--- config.mk ---
export PLATFORM = sky130hd
export DESIGN_NAME = trng_pool_ctrl
export DESIGN_NICKNAME = d
export VERILOG_FILES = /design/src/rtl/trng_pool_ctrl.sv
export SDC_FILE = /design/constraint.sdc
export NUM_CORES = 1
export LEC_CHECK = 0
export CELL_PAD_IN_SITES_DETAIL_PLACEMENT = 0
export CELL_PAD_IN_SITES_GLOBAL_PLACEMENT = 1
export CORE_MARGIN = 5
export CORE_UTILIZATION = 30
export CTS_BUF_LIST = sky130_fd_sc_hd__clkbuf_16
export DETAILED_ROUTE_END_ITERATION = 10
export PLACE_DENSITY_LB_ADDON = 0.1
export SYNTH_ARGS = -nofsm -noshare
export SYNTH_HDL_FRONTEND = slang
export SYNTH_SLANG_ARGS = --single-unit
--- constraint.sdc ---
create_clock -name clk -period 5 [get_ports clk]
set_input_delay 1 -clock clk [delete_from_list [all_inputs] [get_ports clk]]
set_output_delay 1 -clock clk [all_outputs]
set_load 0.05 [all_outputs]
--- src/rtl/trng_pool_ctrl.sv ---
// trng_pool_ctrl: packs raw entropy bits into bytes, writes each byte into one
// lane of the downstream pool register, presents the full pool over
// valid/ready and runs a repetition-count health test with a sticky error.
module trng_pool_ctrl #(
  parameter int unsigned WIDTH      = 32,
  parameter int unsigned BYTE_WIDTH = 8,
  parameter int unsigned WE_WIDTH   = (WIDTH - 1) / BYTE_WIDTH + 1,
  parameter int unsigned REP_LIMIT  = 16
) (
  input  logic                clk,
  input  logic                rst,
  input  logic                en_i,
  input  logic                bit_valid_i,
  input  logic                bit_i,
  output logic                bit_ready_o,
  output logic [WE_WIDTH-1:0] we_o,
  output logic [WIDTH-1:0]    wdata_o,
  output logic                pool_valid_o,
  input  logic                pool_ready_i,
  output logic                err_o
);

  localparam int unsigned CNT_W  = (BYTE_WIDTH > 1) ? $clog2(BYTE_WIDTH) : 1;
  localparam int unsigned LANE_W = (WE_WIDTH > 1) ? $clog2(WE_WIDTH) : 1;
  localparam int unsigned REP_W  = $clog2(REP_LIMIT + 1);

  localparam logic [CNT_W-1:0]  CNT_LAST  = CNT_W'(BYTE_WIDTH - 1);
  localparam logic [LANE_W-1:0] LANE_LAST = LANE_W'(WE_WIDTH - 1);
  localparam logic [REP_W-1:0]  REP_MAX   = REP_W'(REP_LIMIT);

  typedef enum logic [2:0] {
    S_IDLE,
    S_FILL,
    S_WAIT,
    S_FULL,
    S_ERROR
  } state_t;

  state_t                r_state;
  state_t                w_state_nxt;
  logic [CNT_W-1:0]      r_bit_cnt;
  logic [LANE_W-1:0]     r_lane;
  logic [BYTE_WIDTH-1:0] r_shift;
  logic [REP_W-1:0]      r_rep_cnt;
  logic                  r_prev_bit;
  logic [WE_WIDTH-1:0]   r_we;
  logic [WIDTH-1:0]      r_wdata;

  logic                  w_abort;
  logic                  w_accept;
  logic                  w_byte_done;
  logic                  w_trip;
  logic                  w_lane_wr;
  logic [REP_W-1:0]      w_rep_nxt;
  logic [BYTE_WIDTH-1:0] w_byte;
  logic [WIDTH-1:0]      w_wdata_rep;

  // Handshake decode is a pure function of state.
  assign bit_ready_o  = (r_state == S_FILL);
  assign pool_valid_o = (r_state == S_FULL);
  assign err_o        = (r_state == S_ERROR);
  assign we_o         = r_we;
  assign wdata_o      = r_wdata;

  // Accept / byte-complete / health-trip decode; dropping en_i in FILL
  // discards the offered bit so an abort never produces a lane write.
  always_comb begin
    w_abort     = (r_state == S_FILL) && !en_i;
    w_accept    = bit_valid_i && bit_ready_o && !w_abort;
    w_byte      = BYTE_WIDTH'({r_shift, bit_i});
    w_wdata_rep = WIDTH'({WE_WIDTH{w_byte}});
    w_rep_nxt   = REP_W'(1);
    if ((r_rep_cnt != '0) && (bit_i == r_prev_bit)) begin
      w_rep_nxt = r_rep_cnt + 1'b1;
    end
    w_byte_done = w_accept && (r_bit_cnt == CNT_LAST);
    w_trip      = w_accept && (w_rep_nxt == REP_MAX);
    w_lane_wr   = w_byte_done && !w_trip;
  end

  // State register.
  always_ff @(posedge clk) begin
    if (rst) begin
      r_state <= S_IDLE;
    end else begin
      r_state <= w_state_nxt;
    end
  end

  // Next-state logic.
  always_comb begin
    w_state_nxt = r_state;
    unique case (r_state)
      S_IDLE:  if (en_i) w_state_nxt = S_FILL;
      S_FILL: begin
        if (w_abort) begin
          w_state_nxt = S_IDLE;
        end else if (w_trip) begin
          w_state_nxt = S_ERROR;
        end else if (w_lane_wr && (r_lane == LANE_LAST)) begin
          w_state_nxt = S_WAIT;
        end
      end
      S_WAIT:  w_state_nxt = S_FULL;
      S_FULL: begin
        if (pool_ready_i) begin
          w_state_nxt = en_i ? S_FILL : S_IDLE;
        end
      end
      S_ERROR: w_state_nxt = S_ERROR;
      default: w_state_nxt = S_IDLE;
    endcase
  end

  // Packing datapath: shifter, counters, health state and lane-write pulse.
  // Every entry into IDLE clears collection state, covering both the FILL
  // abort and a pool consumed while en_i is low.
  always_ff @(posedge clk) begin
    if (rst) begin
      r_bit_cnt  <= '0;
      r_lane     <= '0;
      r_shift    <= '0;
      r_rep_cnt  <= '0;
      r_prev_bit <= 1'b0;
      r_we       <= '0;
      r_wdata    <= '0;
    end else begin
      r_we <= '0;
      if (w_state_nxt == S_IDLE) begin
        r_bit_cnt  <= '0;
        r_lane     <= '0;
        r_shift    <= '0;
        r_rep_cnt  <= '0;
        r_prev_bit <= 1'b0;
      end else if (w_accept) begin
        r_shift    <= w_byte;
        r_prev_bit <= bit_i;
        r_rep_cnt  <= w_rep_nxt;
        r_bit_cnt  <= w_byte_done ? '0 : r_bit_cnt + 1'b1;
        if (w_lane_wr) begin
          r_we    <= WE_WIDTH'(1) << r_lane;
          r_wdata <= w_wdata_rep;
          r_lane  <= (r_lane == LANE_LAST) ? '0 : r_lane + 1'b1;
        end
      end
    end
  end

endmodule

# == Word-level counts from Yosys, hierarchy flattened ==
# Index checks and enable logic that the tools add are counted.
# word_totals
reg_bits,57
out_inout_bits,39
# op_classes
shifts,1
eq_ne,8
addsub,3
n_mux,10
reduce_logical,18
bitwise,3
# op_table
operator,n
2-to-1 mux 3 bit,6
case mux 3 bit (5 select lines),1
logical AND 1 bit,8
equality test 3 x 2 -> 1 bit (second input constant),2
equality test 3 bit (second input constant),2
logical NOT 3 bit,2
adder 5 x 1 -> 5 bit (second input constant),1
equality test 5 bit (second input constant),1
2-to-1 mux 5 bit,1
nonzero test 5 bit,1
OR reduction 4 bit,1
left shift 1 x 2 -> 4 bit (first input constant),1
adder 3 x 1 -> 3 bit (second input constant),1
equality test 3 x 1 -> 1 bit (second input constant),1
logical NOT 1 bit,3
NOT 1 bit,3
AND reduction 3 bit,1
adder 2 x 1 -> 2 bit (second input constant),1
equality test 2 bit (second input constant),1
2-to-1 mux 2 bit,1
AND reduction 2 bit,1
OR reduction 2 bit,1
equality test 1 bit,1
2-to-1 mux 1 bit,1

# == Logic depth before layout (Yosys ltp) ==
# logic_depth
ltp_word,15
depth_mapped,8
ltp_nobuf,7

# == Least setup slack after synthesis ==
# No wires, ideal clock.
# synth_path
path_type,reg2out
start,register r_state[2]
end,output port err_o
required_ns,4.000
path_stages_with_launch,2
setup_slack_ns,2.387
t_arrival_ns,1.613
n_path_buf,0
cell_sequence,dfxtp_1 > nor3b_1
# synth_between
elab_chain_cells,1
# synth_rtl
item,line,source
start: declaration,39,state_t r_state;
start signal: assignment,86,r_state <= w_state_nxt;
equality test 3 bit,61,assign err_o = (r_state == S_ERROR);
end: declaration,20,output logic err_o
# Every way passes these cells.

# == Worst setup path in the final report ==
# layout_path
start,input port en_i
end,register r_lane[0]
# layout_between
elab_chain_cells,14
word_cells_on_any_way,19
# layout_rtl
item,line,source
start: declaration,12,"input logic en_i,"
logical NOT 1 bit,68,w_abort = (r_state == S_FILL) && !en_i;
logical AND 1 bit,68,
logical NOT 1 bit,69,w_accept = bit_valid_i && bit_ready_o && !w_abort;
logical AND 1 bit,69,
logical AND 1 bit,77,w_trip = w_accept && (w_rep_nxt == REP_MAX);
logical NOT 1 bit,78,w_lane_wr = w_byte_done && !w_trip;
logical AND 1 bit,78,
logical AND 1 bit,100,end else if (w_lane_wr && (r_lane == LANE_LAST)) begin
2-to-1 mux 3 bit,100,
2-to-1 mux 3 bit,98,end else if (w_trip) begin
2-to-1 mux 3 bit,96,if (w_abort) begin
case mux 3 bit (5 select lines),93,unique case (r_state)
logical NOT 3 bit,129,if (w_state_nxt == S_IDLE) begin
OR reduction 2 bit (no source line),-,
end signal: assignment,143,r_lane <= (r_lane == LANE_LAST) ? '0 : r_lane + 1'b1;
end: declaration,42,logic [LANE_W-1:0] r_lane;
# Parallel ways exist; a longest one is shown, timed or not.
# A chain may end at the register's enable or synchronous reset.

==> summary.txt <==
Outcome
  – Status: completed

STA
  – Final setup violation count: 0
  – Final max-slew violation count: 0
  – Slew headroom: 0.429
  – Crit share post-route: 0.615
  – Fmax: 325 MHz
  – Final hold vios: 0
  – Worst Clk Skew: 3.87 ps
  – RSZ-0062 raised after global routing: false
  – Minimum clock period: 3070 ps
  – Final TNS setup: 0 ps
  – Worst Tran Pin Value: 855 ps
  – Final worst setup slack: 1930 ps

Detailed routing
  – ANT nets after route: 0
  – Number of remaining DRC errors: 0
  – Drt first pass iters: 4
  – Total Wirelength: 3680 um
  – Via count: 1406
  – Initial drt markers: 82
  – Vias/cell: 4.93
  – WL/cell: 12.9 um

Placement
  – Number of port buffers: 44
  – GPL Wtd Cong: 0.804
  – Detail Placement HPWL: 2660 um
  – Setup Slack @ Placement: 1640 ps

Job
  – Total of max-cap violations: 0

Yosys
  – Mapped Avg Cell Area: 8.28 um^2
  – Synth top area share: 0.397
  – Syn Nets: 206
  – Synth warn: 0
  – Synth area leader: dfxtp_1
  – Async SR Flop Fraction: 0
  – Top_reg_cell synth: dfxtp_1
  – EDFF count, synth: 0
  – Synth area leaders: dfxtp_1, buf_4, a21oi_1
  – Synth Register Bits: 32
  – Yosys cell types: 38
  – Sequential fraction of the synthesis area: 0.397
  – Post-Synthesis Cells: 195
  – Cell Area, Synth: 1620 um^2

Worst setup path
  – Slowest cell on crit path: or4_1
  – Worst setup SP type: primary input
  – CP Cell Sequence: clkdlybuf4s50_1, and4bb_1, and2_1, nand2_1, or4_1, a21oi_1
  – Max stage delay on crit path: 560 ps
  – Worst Path Required: 5200 ps
  – WP data arrival: 3280 ps
  – CP Capture Type: register
  – Crit-path max FO: 12
  – R2R Setup Slk: 2430 ps
  – Setup CP Type: in2reg

Die
  – Number of I/O pins: 45
  – Core area: 5170 um^2
  – Die area: 6950 um^2
  – Num rows: 26
  – Die H: 83.4 um
  – Initial Utilization: 0.312
  – Die X: 83.4 um

Layout
  – ANT cells: 0
  – Area Growth Syn to Fin: 28.1%
  – Register area: 641 um^2
  – Layout fillers: 517
  – Area of the multi-input gates: 741 um^2
  – Nets: 226
  – Fraction of layout instances using a drive strength above 1: 0.0465

Clock tree
  – CTS clk-pin slew, worst paths: 50 ps
  – Post-CTS Setup Bufs: 0
  – CTS tree: done
  – Cts-stage hold buffer count: 0
  – H-tree depth: 2
  – Clk root buf: clkbuf_16
  – CTS Sinks: 32
  – Clock latency on the worst-skew pair: 270 ps
  – Resized Gates After CTS: 0
  – Cts bufs inserted: 5
  – Clock buffer depth: 2

Global routing
  – Initial antenna violation count: 0
  – First-pass GRT wire length: 6130 um
  – Grt total ovfl: 0
  – Largest net degree at the start of global routing: 18
  – Total GRT Usage: 0.107
  – Vias in the first global route: 1243

Power and ir drop
  – Power per Cell Area: 272 nW/um^2
  – Worst ir drop on vdd: 0.109 mV
  – Leak: 0.714 nW
  – Net Switching: 0.000117 W
  – Sequential Power Share: 0.460
  – Gate power share: 0.047
  – Pint: 0.000445 W
  – Clock share of power: 0.492
  – Switching part of the total power: 0.208

Worst hold path
  – HP Class: reg2reg
## cells in the mapped netlist, types with 2 or more instances
library cell,count
a22oi_1,2
o21ai_0,4
buf_4,25
ha_1,5
and4_1,2
nand3_1,12
nand2_1,24
nor2_1,10
nor2b_1,6
clkbuf_1,6
a21oi_1,24
o21ai_1,10
and3b_1,2
nand3b_1,2
dfxtp_1,32
inv_1,5
nor3b_1,2
nor4b_1,2
## power by group through the flow
stage | Clock, W | Combinational [W] | Sequential (W)
after floorplan | 0 | 0.0000158 | 0.000263
after global placement | 0 | 0.0000265 | 0.000264
after detailed placement | 0 | 0.0000266 | 0.000264
after CTS | 0.000287 | 0.0000267 | 0.000259
after global routing | 0.000298 | 0.0000287 | 0.000259
final | 0.000277 | 0.0000265 | 0.000259
## sequential cells by signal, summed over array words and instances (netlist names)
register	flops
r_rep_cnt	5
we_o	4
r_lane	2
r_shift	7
wdata_o	8
r_state	3
r_bit_cnt	3
## cell families after synthesis
| group | Yosys count | synth area share |
|---|---|---|
| fa+ha+maj | 5 | 0.0387 |
| simple gates | 69 | 0.225 |
| xor+xnor | 1 | 0.00542 |
| flops | 32 | 0.397 |
| compound gates | 50 | 0.184 |
| buf+inv | 37 | 0.145 |
| mux | 1 | 0.00620 |
## placed cells by master, fill, tap and decap left out, types with 2 or more instances in the layout
| master | netlist | layout |
|---|---|---|
| a21oi_1 | 24 | 24 |
| a22oi_1 | 2 | 2 |
| and3b_1 | 2 | 2 |
| and4_1 | 2 | 2 |
| clkbuf_16 | 0 | 5 |
| clkdlybuf4s50_1 | 0 | 44 |
| dfxtp_1 | 32 | 32 |
| ha_1 | 5 | 5 |
| inv_1 | 5 | 6 |
| nand2_1 | 24 | 24 |
| nand3_1 | 12 | 12 |
| nand3b_1 | 2 | 2 |
| nor2_1 | 10 | 10 |
| nor2b_1 | 6 | 6 |
| nor3b_1 | 2 | 2 |
| nor4b_1 | 2 | 2 |
| o21ai_0 | 4 | 4 |
| o21ai_1 | 10 | 10 |
## final timing paths
path                                    from           end  depth (start not counted)
worst max-delay path                    en_i     r_lane[0]                          6
worst max register to register  r_rep_cnt[0]       we_o[1]                          6
worst min register to register  r_bit_cnt[2]  r_bit_cnt[2]                          2
worst min-delay path            r_bit_cnt[2]  r_bit_cnt[2]                          2
## worst max-delay path: cells and delay by family
| kind | cells | cell delay, ps |
|---|---|---|
| AO/OA/AOI/OAI | 1 | 140 |
| buffers and inverters | 1 | 510 |
| AND/OR/NAND/NOR | 4 | 1640 |
## metal layers
metal,vias up,track usage,part of all wire
met1,653,0.134,0.45
met3,5,0.0406,0.084
met2,51,0.167,0.45
met4,0,0.0401,0.014
li1,697,-,-
met5,-,0,0
## area by class of cell
class	count	share of cell area
Clock inverter	2	0.00423
Tap cell	70	0.0423
Sequential cell	32	0.310
Timing Repair Buffer	45	0.216
Inverter	5	0.00907
Multi-Input combinational cell	126	0.358
Clock buffer	5	0.0605
## stage by stage
step | instances | power (W) | utilization | hold WS (ps) | cell area, um^2
finish | 285 | 0.000562 | 0.400 | 458 | 2070
global route | 285 | 0.000585 | 0.400 | 470 | 2070
CTS | 285 | 0.000573 | 0.400 | 461 | 2070
detailed placement | 278 | 0.000291 | 0.374 | 454 | 1940
global placement | 278 | 0.000290 | 0.374 | 447 | 1940
floorplan | 195 | 0.000279 | - | 436 | 1620
(Power assumes the default switching activity.)
